## src/rtl/drygascon128_seq_if.sv

```systemverilog
// Host-side streams of the DryGASCON128 sequencer: command, input words, output words.
interface drygascon128_seq_if;
    logic        cmd_valid;
    logic        cmd_ready;
    logic [2:0]  cmd_op;
    logic [3:0]  cmd_ds;
    logic [3:0]  cmd_rounds;
    logic        din_valid;
    logic        din_ready;
    logic [31:0] din_data;
    logic        dout_valid;
    logic        dout_ready;
    logic [31:0] dout_data;

    modport master (
        output cmd_valid, cmd_op, cmd_ds, cmd_rounds, din_valid, din_data, dout_ready,
        input  cmd_ready, din_ready, dout_valid, dout_data
    );

    modport slave (
        input  cmd_valid, cmd_op, cmd_ds, cmd_rounds, din_valid, din_data, dout_ready,
        output cmd_ready, din_ready, dout_valid, dout_data
    );
endinterface

```

## src/rtl/drygascon128_seq.sv

```systemverilog
// Command sequencer for a DryGASCON128 core: streams words into C/X/I, starts the
// permutation with a watchdog, and streams R/C words back out.
//
// state    | meaning
// ---------+---------------------------------------------------------------
// ST_IDLE  | waiting for a command (cmd_ready high)
// ST_WR    | moving input words into the core (C, X or I)
// ST_START | one-cycle core_start pulse
// ST_WAIT  | waiting for core_idle, watchdog running
// ST_RD    | moving R or C words out of the core
module drygascon128_seq #(
    parameter int WDOG_MAX = 255
) (
    input  logic                toplevel_io_mainClk,
    input  logic                toplevel_resetCtrl_systemReset_n,
    drygascon128_seq_if.slave   bus,
    output logic [31:0]         core_din,
    output logic                core_wr_c,
    output logic                core_wr_x,
    output logic                core_wr_i,
    output logic                core_rd_c,
    output logic                core_rd_r,
    output logic                core_start,
    output logic [3:0]          core_ds,
    output logic [3:0]          core_rounds,
    input  logic [31:0]         core_dout,
    input  logic                core_idle,
    output logic                busy,
    output logic                err
);
    localparam int WDOG_W = $clog2(WDOG_MAX + 1);

    localparam logic [2:0] ST_IDLE  = 3'd0;
    localparam logic [2:0] ST_WR    = 3'd1;
    localparam logic [2:0] ST_START = 3'd2;
    localparam logic [2:0] ST_WAIT  = 3'd3;
    localparam logic [2:0] ST_RD    = 3'd4;

    localparam logic [2:0] OP_LOAD_C = 3'd0;
    localparam logic [2:0] OP_LOAD_X = 3'd1;
    localparam logic [2:0] OP_ABSORB = 3'd2;
    localparam logic [2:0] OP_READ_R = 3'd3;
    localparam logic [2:0] OP_READ_C = 3'd4;

    logic              rst_n;
    logic [2:0]        state_q;
    logic [2:0]        op_q;
    logic [3:0]        cnt_q;
    logic [WDOG_W-1:0] wdog_q;
    logic              cmd_fire;
    logic              cmd_bad;
    logic              cmd_is_rd;
    logic              din_fire;
    logic              dout_fire;
    logic              wdog_hit;

    function automatic logic [3:0] last_index(input logic [2:0] op);
        case (op)
            OP_LOAD_C, OP_READ_C: return 4'd9;
            default:              return 4'd3;
        endcase
    endfunction

    assign rst_n     = toplevel_resetCtrl_systemReset_n;
    assign cmd_fire  = bus.cmd_valid && bus.cmd_ready;
    assign cmd_bad   = (bus.cmd_op > OP_READ_C) ||
                       ((bus.cmd_op == OP_ABSORB) && (bus.cmd_rounds == 4'd0));
    assign cmd_is_rd = (bus.cmd_op == OP_READ_R) || (bus.cmd_op == OP_READ_C);

    assign bus.cmd_ready  = (state_q == ST_IDLE);
    assign bus.din_ready  = (state_q == ST_WR);
    assign bus.dout_valid = (state_q == ST_RD);
    assign bus.dout_data  = core_dout;
    assign core_din       = bus.din_data;
    assign busy           = (state_q != ST_IDLE);

    // Strobes are gated by reset so an abandoned transfer never touches the core.
    assign din_fire   = bus.din_ready && bus.din_valid && rst_n;
    assign dout_fire  = bus.dout_valid && bus.dout_ready && rst_n;
    assign core_wr_c  = din_fire && (op_q == OP_LOAD_C);
    assign core_wr_x  = din_fire && (op_q == OP_LOAD_X);
    assign core_wr_i  = din_fire && (op_q == OP_ABSORB);
    assign core_rd_r  = dout_fire && (op_q == OP_READ_R);
    assign core_rd_c  = dout_fire && (op_q == OP_READ_C);
    assign core_start = (state_q == ST_START) && rst_n;

    // Watchdog counts WAIT cycles from 0; the cycle holding WDOG_MAX-1 is the last one.
    assign wdog_hit = (wdog_q == WDOG_W'(WDOG_MAX - 1));

    always_ff @(posedge toplevel_io_mainClk) begin
        if (!rst_n) begin
            state_q     <= ST_IDLE;
            op_q        <= OP_LOAD_C;
            cnt_q       <= 4'd0;
            wdog_q      <= '0;
            core_ds     <= 4'd0;
            core_rounds <= 4'd11;
            err         <= 1'b0;
        end else begin
            err <= 1'b0;
            case (state_q)
                ST_IDLE: begin
                    if (cmd_fire) begin
                        if (cmd_bad) begin
                            err <= 1'b1;
                        end else begin
                            op_q    <= bus.cmd_op;
                            cnt_q   <= last_index(bus.cmd_op);
                            state_q <= cmd_is_rd ? ST_RD : ST_WR;
                            if (bus.cmd_op == OP_ABSORB) begin
                                core_ds     <= bus.cmd_ds;
                                core_rounds <= bus.cmd_rounds;
                            end
                        end
                    end
                end
                ST_WR: begin
                    if (din_fire) begin
                        if (cnt_q == 4'd0) begin
                            state_q <= (op_q == OP_ABSORB) ? ST_START : ST_IDLE;
                        end else begin
                            cnt_q <= cnt_q - 4'd1;
                        end
                    end
                end
                ST_START: begin
                    state_q <= ST_WAIT;
                    wdog_q  <= '0;
                end
                ST_WAIT: begin
                    // core_idle may still show the pre-start value in the first WAIT cycle.
                    if ((wdog_q != '0) && core_idle) begin
                        state_q <= ST_IDLE;
                    end else if (wdog_hit) begin
                        state_q <= ST_IDLE;
                        err     <= 1'b1;
                    end
                    wdog_q <= wdog_q + WDOG_W'(1);
                end
                ST_RD: begin
                    if (dout_fire) begin
                        if (cnt_q == 4'd0) begin
                            state_q <= ST_IDLE;
                        end else begin
                            cnt_q <= cnt_q - 4'd1;
                        end
                    end
                end
                default: state_q <= ST_IDLE;
            endcase
        end
    end
endmodule

```

## src/flat_wrapper.sv

```systemverilog
// flat-port wrapper written by rule: the top's interface ports become plain ports
module drygascon128_seq_flat 
#(
    parameter int WDOG_MAX = 255
)
  (toplevel_io_mainClk, toplevel_resetCtrl_systemReset_n, core_din, core_wr_c, core_wr_x, core_wr_i, core_rd_c, core_rd_r, core_start, core_ds, core_rounds, core_dout, core_idle, busy, err, bus_cmd_valid, bus_cmd_op, bus_cmd_ds, bus_cmd_rounds, bus_din_valid, bus_din_data, bus_dout_ready, bus_cmd_ready, bus_din_ready, bus_dout_valid, bus_dout_data);
  drygascon128_seq_if bus_i ();
  input  logic toplevel_io_mainClk;
  input  logic toplevel_resetCtrl_systemReset_n;
  output logic [31:0] core_din;
  output logic core_wr_c;
  output logic core_wr_x;
  output logic core_wr_i;
  output logic core_rd_c;
  output logic core_rd_r;
  output logic core_start;
  output logic [3:0] core_ds;
  output logic [3:0] core_rounds;
  input  logic [31:0] core_dout;
  input  logic core_idle;
  output logic busy;
  output logic err;
  input wire logic [$bits(bus_i.cmd_valid)-1:0] bus_cmd_valid;
  input wire logic [$bits(bus_i.cmd_op)-1:0] bus_cmd_op;
  input wire logic [$bits(bus_i.cmd_ds)-1:0] bus_cmd_ds;
  input wire logic [$bits(bus_i.cmd_rounds)-1:0] bus_cmd_rounds;
  input wire logic [$bits(bus_i.din_valid)-1:0] bus_din_valid;
  input wire logic [$bits(bus_i.din_data)-1:0] bus_din_data;
  input wire logic [$bits(bus_i.dout_ready)-1:0] bus_dout_ready;
  output wire logic [$bits(bus_i.cmd_ready)-1:0] bus_cmd_ready;
  output wire logic [$bits(bus_i.din_ready)-1:0] bus_din_ready;
  output wire logic [$bits(bus_i.dout_valid)-1:0] bus_dout_valid;
  output wire logic [$bits(bus_i.dout_data)-1:0] bus_dout_data;
  assign bus_i.cmd_valid = bus_cmd_valid;
  assign bus_i.cmd_op = bus_cmd_op;
  assign bus_i.cmd_ds = bus_cmd_ds;
  assign bus_i.cmd_rounds = bus_cmd_rounds;
  assign bus_i.din_valid = bus_din_valid;
  assign bus_i.din_data = bus_din_data;
  assign bus_i.dout_ready = bus_dout_ready;
  assign bus_cmd_ready = bus_i.cmd_ready;
  assign bus_din_ready = bus_i.din_ready;
  assign bus_dout_valid = bus_i.dout_valid;
  assign bus_dout_data = bus_i.dout_data;
  drygascon128_seq #(.WDOG_MAX(WDOG_MAX)) u_core (.toplevel_io_mainClk(toplevel_io_mainClk), .toplevel_resetCtrl_systemReset_n(toplevel_resetCtrl_systemReset_n), .bus(bus_i), .core_din(core_din), .core_wr_c(core_wr_c), .core_wr_x(core_wr_x), .core_wr_i(core_wr_i), .core_rd_c(core_rd_c), .core_rd_r(core_rd_r), .core_start(core_start), .core_ds(core_ds), .core_rounds(core_rounds), .core_dout(core_dout), .core_idle(core_idle), .busy(busy), .err(err));
endmodule
```

## config.mk

```make
export PLATFORM = sky130hd
export DESIGN_NAME = drygascon128_seq_flat
export DESIGN_NICKNAME = d
export VERILOG_FILES = /design/src/rtl/drygascon128_seq_if.sv /design/src/rtl/drygascon128_seq.sv /design/src/flat_wrapper.sv
export SDC_FILE = /design/constraint.sdc
export NUM_CORES = 1
export LEC_CHECK = 0
export BUFFER_PORTS_ARGS = -buffer_cell sky130_fd_sc_hd__buf_4
export CAP_MARGIN = 5
export CORE_MARGIN = 2
export CORE_UTILIZATION = 40
export DETAILED_ROUTE_END_ITERATION = 10
export PLACE_DENSITY = 0.86
export SLEW_MARGIN = 20
export SYNTH_ARGS = -nofsm -noshare
export SYNTH_HDL_FRONTEND = slang
export SYNTH_SLANG_ARGS = --single-unit
```

## constraint.sdc

```tcl
create_clock -name toplevel_io_mainClk -period 2.25 [get_ports toplevel_io_mainClk]
set_input_delay 0.3375 -clock toplevel_io_mainClk [delete_from_list [all_inputs] [get_ports toplevel_io_mainClk]]
set_output_delay 0.3375 -clock toplevel_io_mainClk [all_outputs]
set_load 0.01 [all_outputs]
```

======== Word-level counts from Yosys, hierarchy flattened ========
Cells that the tools add are included.
storage, ports and cells
  register bits after elaboration ......... 27
  output and inout port bits .............. 83
  word-level logic and storage cells ...... 83
operators by class
  add/sub/neg operators ................... 2
  magnitude comparators ................... 1
  equality and inequality tests ........... 19
  muxes and demuxes ....................... 24
  bitwise gates (word level) .............. 1
  reduce and logical (&&, ||, !) cells .... 29
operators by type and width
  cell                                                    number
  two-way mux 3 bit                                       9
  two-way mux 4 bit                                       6
  == test 3 x 2 -> 1 bit (second input constant)          6
  one-hot mux 8 bit (2 select lines)                      1
  one-hot mux 3 bit (5 select lines)                      1
  logical AND 1 bit                                       13
  inequality test 2 bit (second input constant)           6
  one-hot mux 4 bit (3 select lines)                      1
  == test 3 bit (second input constant)                   3
  zero test 3 bit                                         3
  adder 8 x 1 -> 8 bit (second input constant)            1
  == test 8 bit (second input constant)                   1
  zero test 4 bit                                         2
  nonzero test 8 bit                                      1
  AND reduction 7 bit                                     1
  == test 3 x 1 -> 1 bit (second input constant)          2
  nonzero test 3 bit                                      2
  AND reduction 5 bit                                     1
  two-way mux 1 bit                                       4
  AND reduction 4 bit                                     1
  subtractor 4 x 1 -> 4 bit (second input constant)       1
  greater-than comparator 3 bit (second input constant)   1
  inequality test 3 x 1 -> 1 bit (second input constant)  1
  AND reduction 3 bit                                     1
  other kinds (6)                                         7

======== Depth between registers and ports, before layout ========
  depth in word-level cells ............... 6
  mapped depth ............................ 7

======== Least setup slack after synthesis ========
No wires, ideal clock.
  path type ............................... reg-to-output
  start ................................... register u_core.state_q[0]
  end ..................................... output core_rd_c
  arrival time ............................ 1.532 ns
  slack ................................... 0.380 ns
  cell stages (with the launch flop) ...... 5
  buffers on the path ..................... 1
  cell sequence ........................... dfxtp_1 clkbuf_1 nor3b_1 nand2_1 nor4b_1
on the way
  longest elaborated chain between the ends .. 4
ends and longest elaborated chain
  what                            line                     source
  start, declared                 drygascon128_seq.sv:46   logic [2:0] state_q;
  start signal, assigned          drygascon128_seq.sv:109  state_q <= cmd_is_rd ? ST_RD : ST_WR;
  start signal, assigned          drygascon128_seq.sv:120  state_q <= (op_q == OP_ABSORB) ? ST_START : ST_IDLE;
  == test 3 bit                   drygascon128_seq.sv:72   assign bus.dout_valid = (state_q == ST_RD);
  via bus_dout_valid              flat_wrapper.sv:32       output wire logic [$bits(bus_i.dout_valid)-1:0] bus_dout_valid;
  logical AND 1 bit (2 in a row)  drygascon128_seq.sv:79   assign dout_fire = bus.dout_valid && bus.dout_ready && rst_n;
  logical AND 1 bit               drygascon128_seq.sv:84   assign core_rd_c = dout_fire && (op_q == OP_READ_C);
  end, declared                   flat_wrapper.sv:14       output logic core_rd_c;
The timed path passes the listed nets, and every way through them passes these cells.

======== Final worst setup path ========
  start ................................... register u_core.state_q[2]
  end ..................................... output core_wr_i
on the way
  longest elaborated chain between the ends .. 4
ends and longest elaborated chain
  what                            line                    source
  == test 3 x 1 -> 1 bit          drygascon128_seq.sv:71  assign bus.din_ready = (state_q == ST_WR);
  logical AND 1 bit (2 in a row)  drygascon128_seq.sv:78  assign din_fire = bus.din_ready && bus.din_valid && rst_n;
  logical AND 1 bit               drygascon128_seq.sv:82  assign core_wr_i = din_fire && (op_q == OP_ABSORB);
  end, declared                   flat_wrapper.sv:13      output logic core_wr_i;
No other way between the ends.

==> results.cfg <==
[status]
status = finished clean

[placed_design]
gp_congestion = 0.867
io_buffers = 35
dp_cells = 280
dp_hpwl_mm = 2.88

[synthesis]
synth.distinct_cells = 53
syn_nets = 332
ys_ff_latch = 27
ys_seq_area_share_pct = 26.5
synth_area_um2 = 2040
synth_edf_count = 0
syn-instance-count = 247
avgSynthCellArea_um2 = 8.25
yosysWarnings = 0
synthArstFlopShare_pct = 0
synthFlopType = dfxtp_1

[route]
avgViaCountPerCell = 5.29
post_drt_wl_per_cell_um = 13.5
ant_nets = 0
first_iter_violations = 37
drc = 0
vias = 1502
routed_wl_mm = 3.85
first_pass_iters = 4

[grt]
use_met2_pct = 22.6
grt_pass1_wl_mm = 6.44
grt_pass1_vias = 1411
antenna_found_initial = 0
busiest_layer = met2
met1_usage_pct = 18.7
grt_usage_pct = 14.6
grt_max_degree = 16
met3_usage_pct = 3.70
grt-ovfl-total = 0

[hold_path]
hp-class = primary input to flop

[die]
pin_count = 164
die-area_um2 = 5680
core-area_um2 = 4820
initial_core_util_pct = 42.3
std_cell_rows = 25
die_w_um = 75.4
dieHeight_um = 75.4

[cts]
cts_sinks = 27
cts-root-buf = clkbuf_8
path_clk_slew_ps = 90
cts_max_path_buffers = 2
cts_tree = built
cts_hold_buf = 0
clock_latency_ps = 290
cts.htree.levels = 1
cts_buffers = 3

[setup_path]
worstPathMaxFanout = 12
cp.arrival_ps = 1820
endpoint_kind = primary output
cp.required_ps = 1910
startpoint_type = flop
critPathKind = flop to primary output

[timing]
tightest_slew_ps = 418
fin_skew_ps = 2.67
tns_ps = 0
rsz0062_at_grt = false
post-route-period-util_pct = 96.0
hold_violations = 0
slew_viol_final = 0
setup_viol = 0
slew_headroom_pct = 72.0
min_period_ps = 2160
fmax_mhz = 463

[layout]
layout-drive-gt1-share_pct = 25.3
fin_nets = 303
area_growth_pct = -4.98
diodes = 0
stdcell_count = 284
n_fill_cell = 493

[power_and_ir_drop]
power_density_nw_per_um2 = 719
power_uw = 1390
ir_worst_vdd_uv = 483
p_leak_uw = 0.000817

[job]
cap_viol_max_count = 0
stage by stage:
step	utilization [%]	area, um2	hold slack (ps)	worst slack (ps)
floorplan	-	2040	463	380
global placement	39.1	1880	472	379
detailed placement	39.1	1880	491	355
CTS	40.1	1930	269	23.6
global route	40.2	1940	295	6.62
finish	40.2	1940	272	89.7
flip-flops by register name, summed over array words and instances, names as in the netlist:
signal,cells
u_core.cnt_q,4
u_core.err,1
u_core.core_rounds,4
u_core.op_q,3
u_core.state_q,3
u_core.core_ds,4
u_core.wdog_q,8
path summary, 6_finish.rpt:
path,from,to,slack (ps),cells after the start
max,u_core.state_q[2]$_SDFFE_PN0P_,core_wr_i,90,4
min,bus_cmd_rounds[0],u_core.core_rounds[0]$_SDFFE_PN1P_,270,3
max reg2reg,u_core.cnt_q[0]$_SDFFE_PN0P_,u_core.cnt_q[1]$_SDFFE_PN0P_,360,7
min reg2reg,u_core.wdog_q[0]$_SDFFE_PN0P_,u_core.wdog_q[0]$_SDFFE_PN0P_,510,2
final cells by class:
type | instances | area, um2 | area share, %
sequential | 27 | 543 | 28.1
timing repair buffer | 37 | 278 | 14.4
tap | 67 | 83.8 | 4.33
clock inverter | 1 | 5.00 | 0.259
clock buffer | 3 | 41.3 | 2.13
multi-input combinational | 140 | 951 | 49.1
inverter | 9 | 33.8 | 1.75
worst max-delay path, stage by stage (launching register included):
cell	delay, ps
dfxtp_2	390
nand2b_2	240
or4b_1	530
nor3b_1	220
buf_4	150
report_power, final:
part	internal [uW]	switching (uW)	total, uW
Clock	125	163	288
Sequential	529	59.2	589
Combinational	239	276	515
Total	894	498	1390
cell usage after synthesis (3+ instances only):
| library cell | number | share of area (%) |
|---|---|---|
| buf_4 | 66 | 24 |
| dfxtp_1 | 27 | 27 |
| nand2_1 | 20 | 3.7 |
| nor2_1 | 16 | 2.9 |
| mux2i_1 | 13 | 6.4 |
| a21oi_1 | 11 | 2.7 |
| inv_1 | 9 | 1.7 |
| nor3_1 | 8 | 2.0 |
| clkbuf_1 | 5 | 0.92 |
| nand2b_1 | 5 | 1.5 |
| nand3_1 | 5 | 1.2 |
| and2_1 | 4 | 1.2 |
| ha_1 | 4 | 2.5 |
| nor3b_1 | 4 | 1.5 |
| o21ai_0 | 4 | 0.98 |
| nor4b_1 | 3 | 1.3 |
repair_timing:
item                       CTS  global route
setup endpoints to repair    0             3
gates resized for setup      0             3
setup buffers                0             0
cells by family (layout without fill, tap and decap cells):
logic type      count (synthesis)  count (layout)  share of synthesized area (%)
buf+inv                        80              50                           26.9
compound gates                 37              37                           13.4
simple gates                   84              84                           23.3
mux                            14              14                           6.94
fa+ha+maj                       4               4                           2.46
xor+xnor                        1               1                          0.430
flops                          27              27                           26.5
placed cells by master (no fill, tap or decap), drive strengths merged, types with 2 or more instances in the layout:
cell type  instances
or3                2
buf               37
and2               5
nor3b              4
a21oi             12
o311ai             2
o21ai              6
nand2             20
nand3              6
nand2b             5
a211oi             2
nand3b             4
mux2i             13
clkbuf             3
o211ai             3
inv                9
nor4               2
nor3               9
dfxtp             27
nor2b              2
nor2              16
nor4b              3
ha                 4
metal layers:
metal  vias up  wire length (um)
li1        727                 -
met5         -                 0
met4         0               121
met1       701              1590
met2        59              1820
met3        15               311
Power figures use the tool's default switching activity.
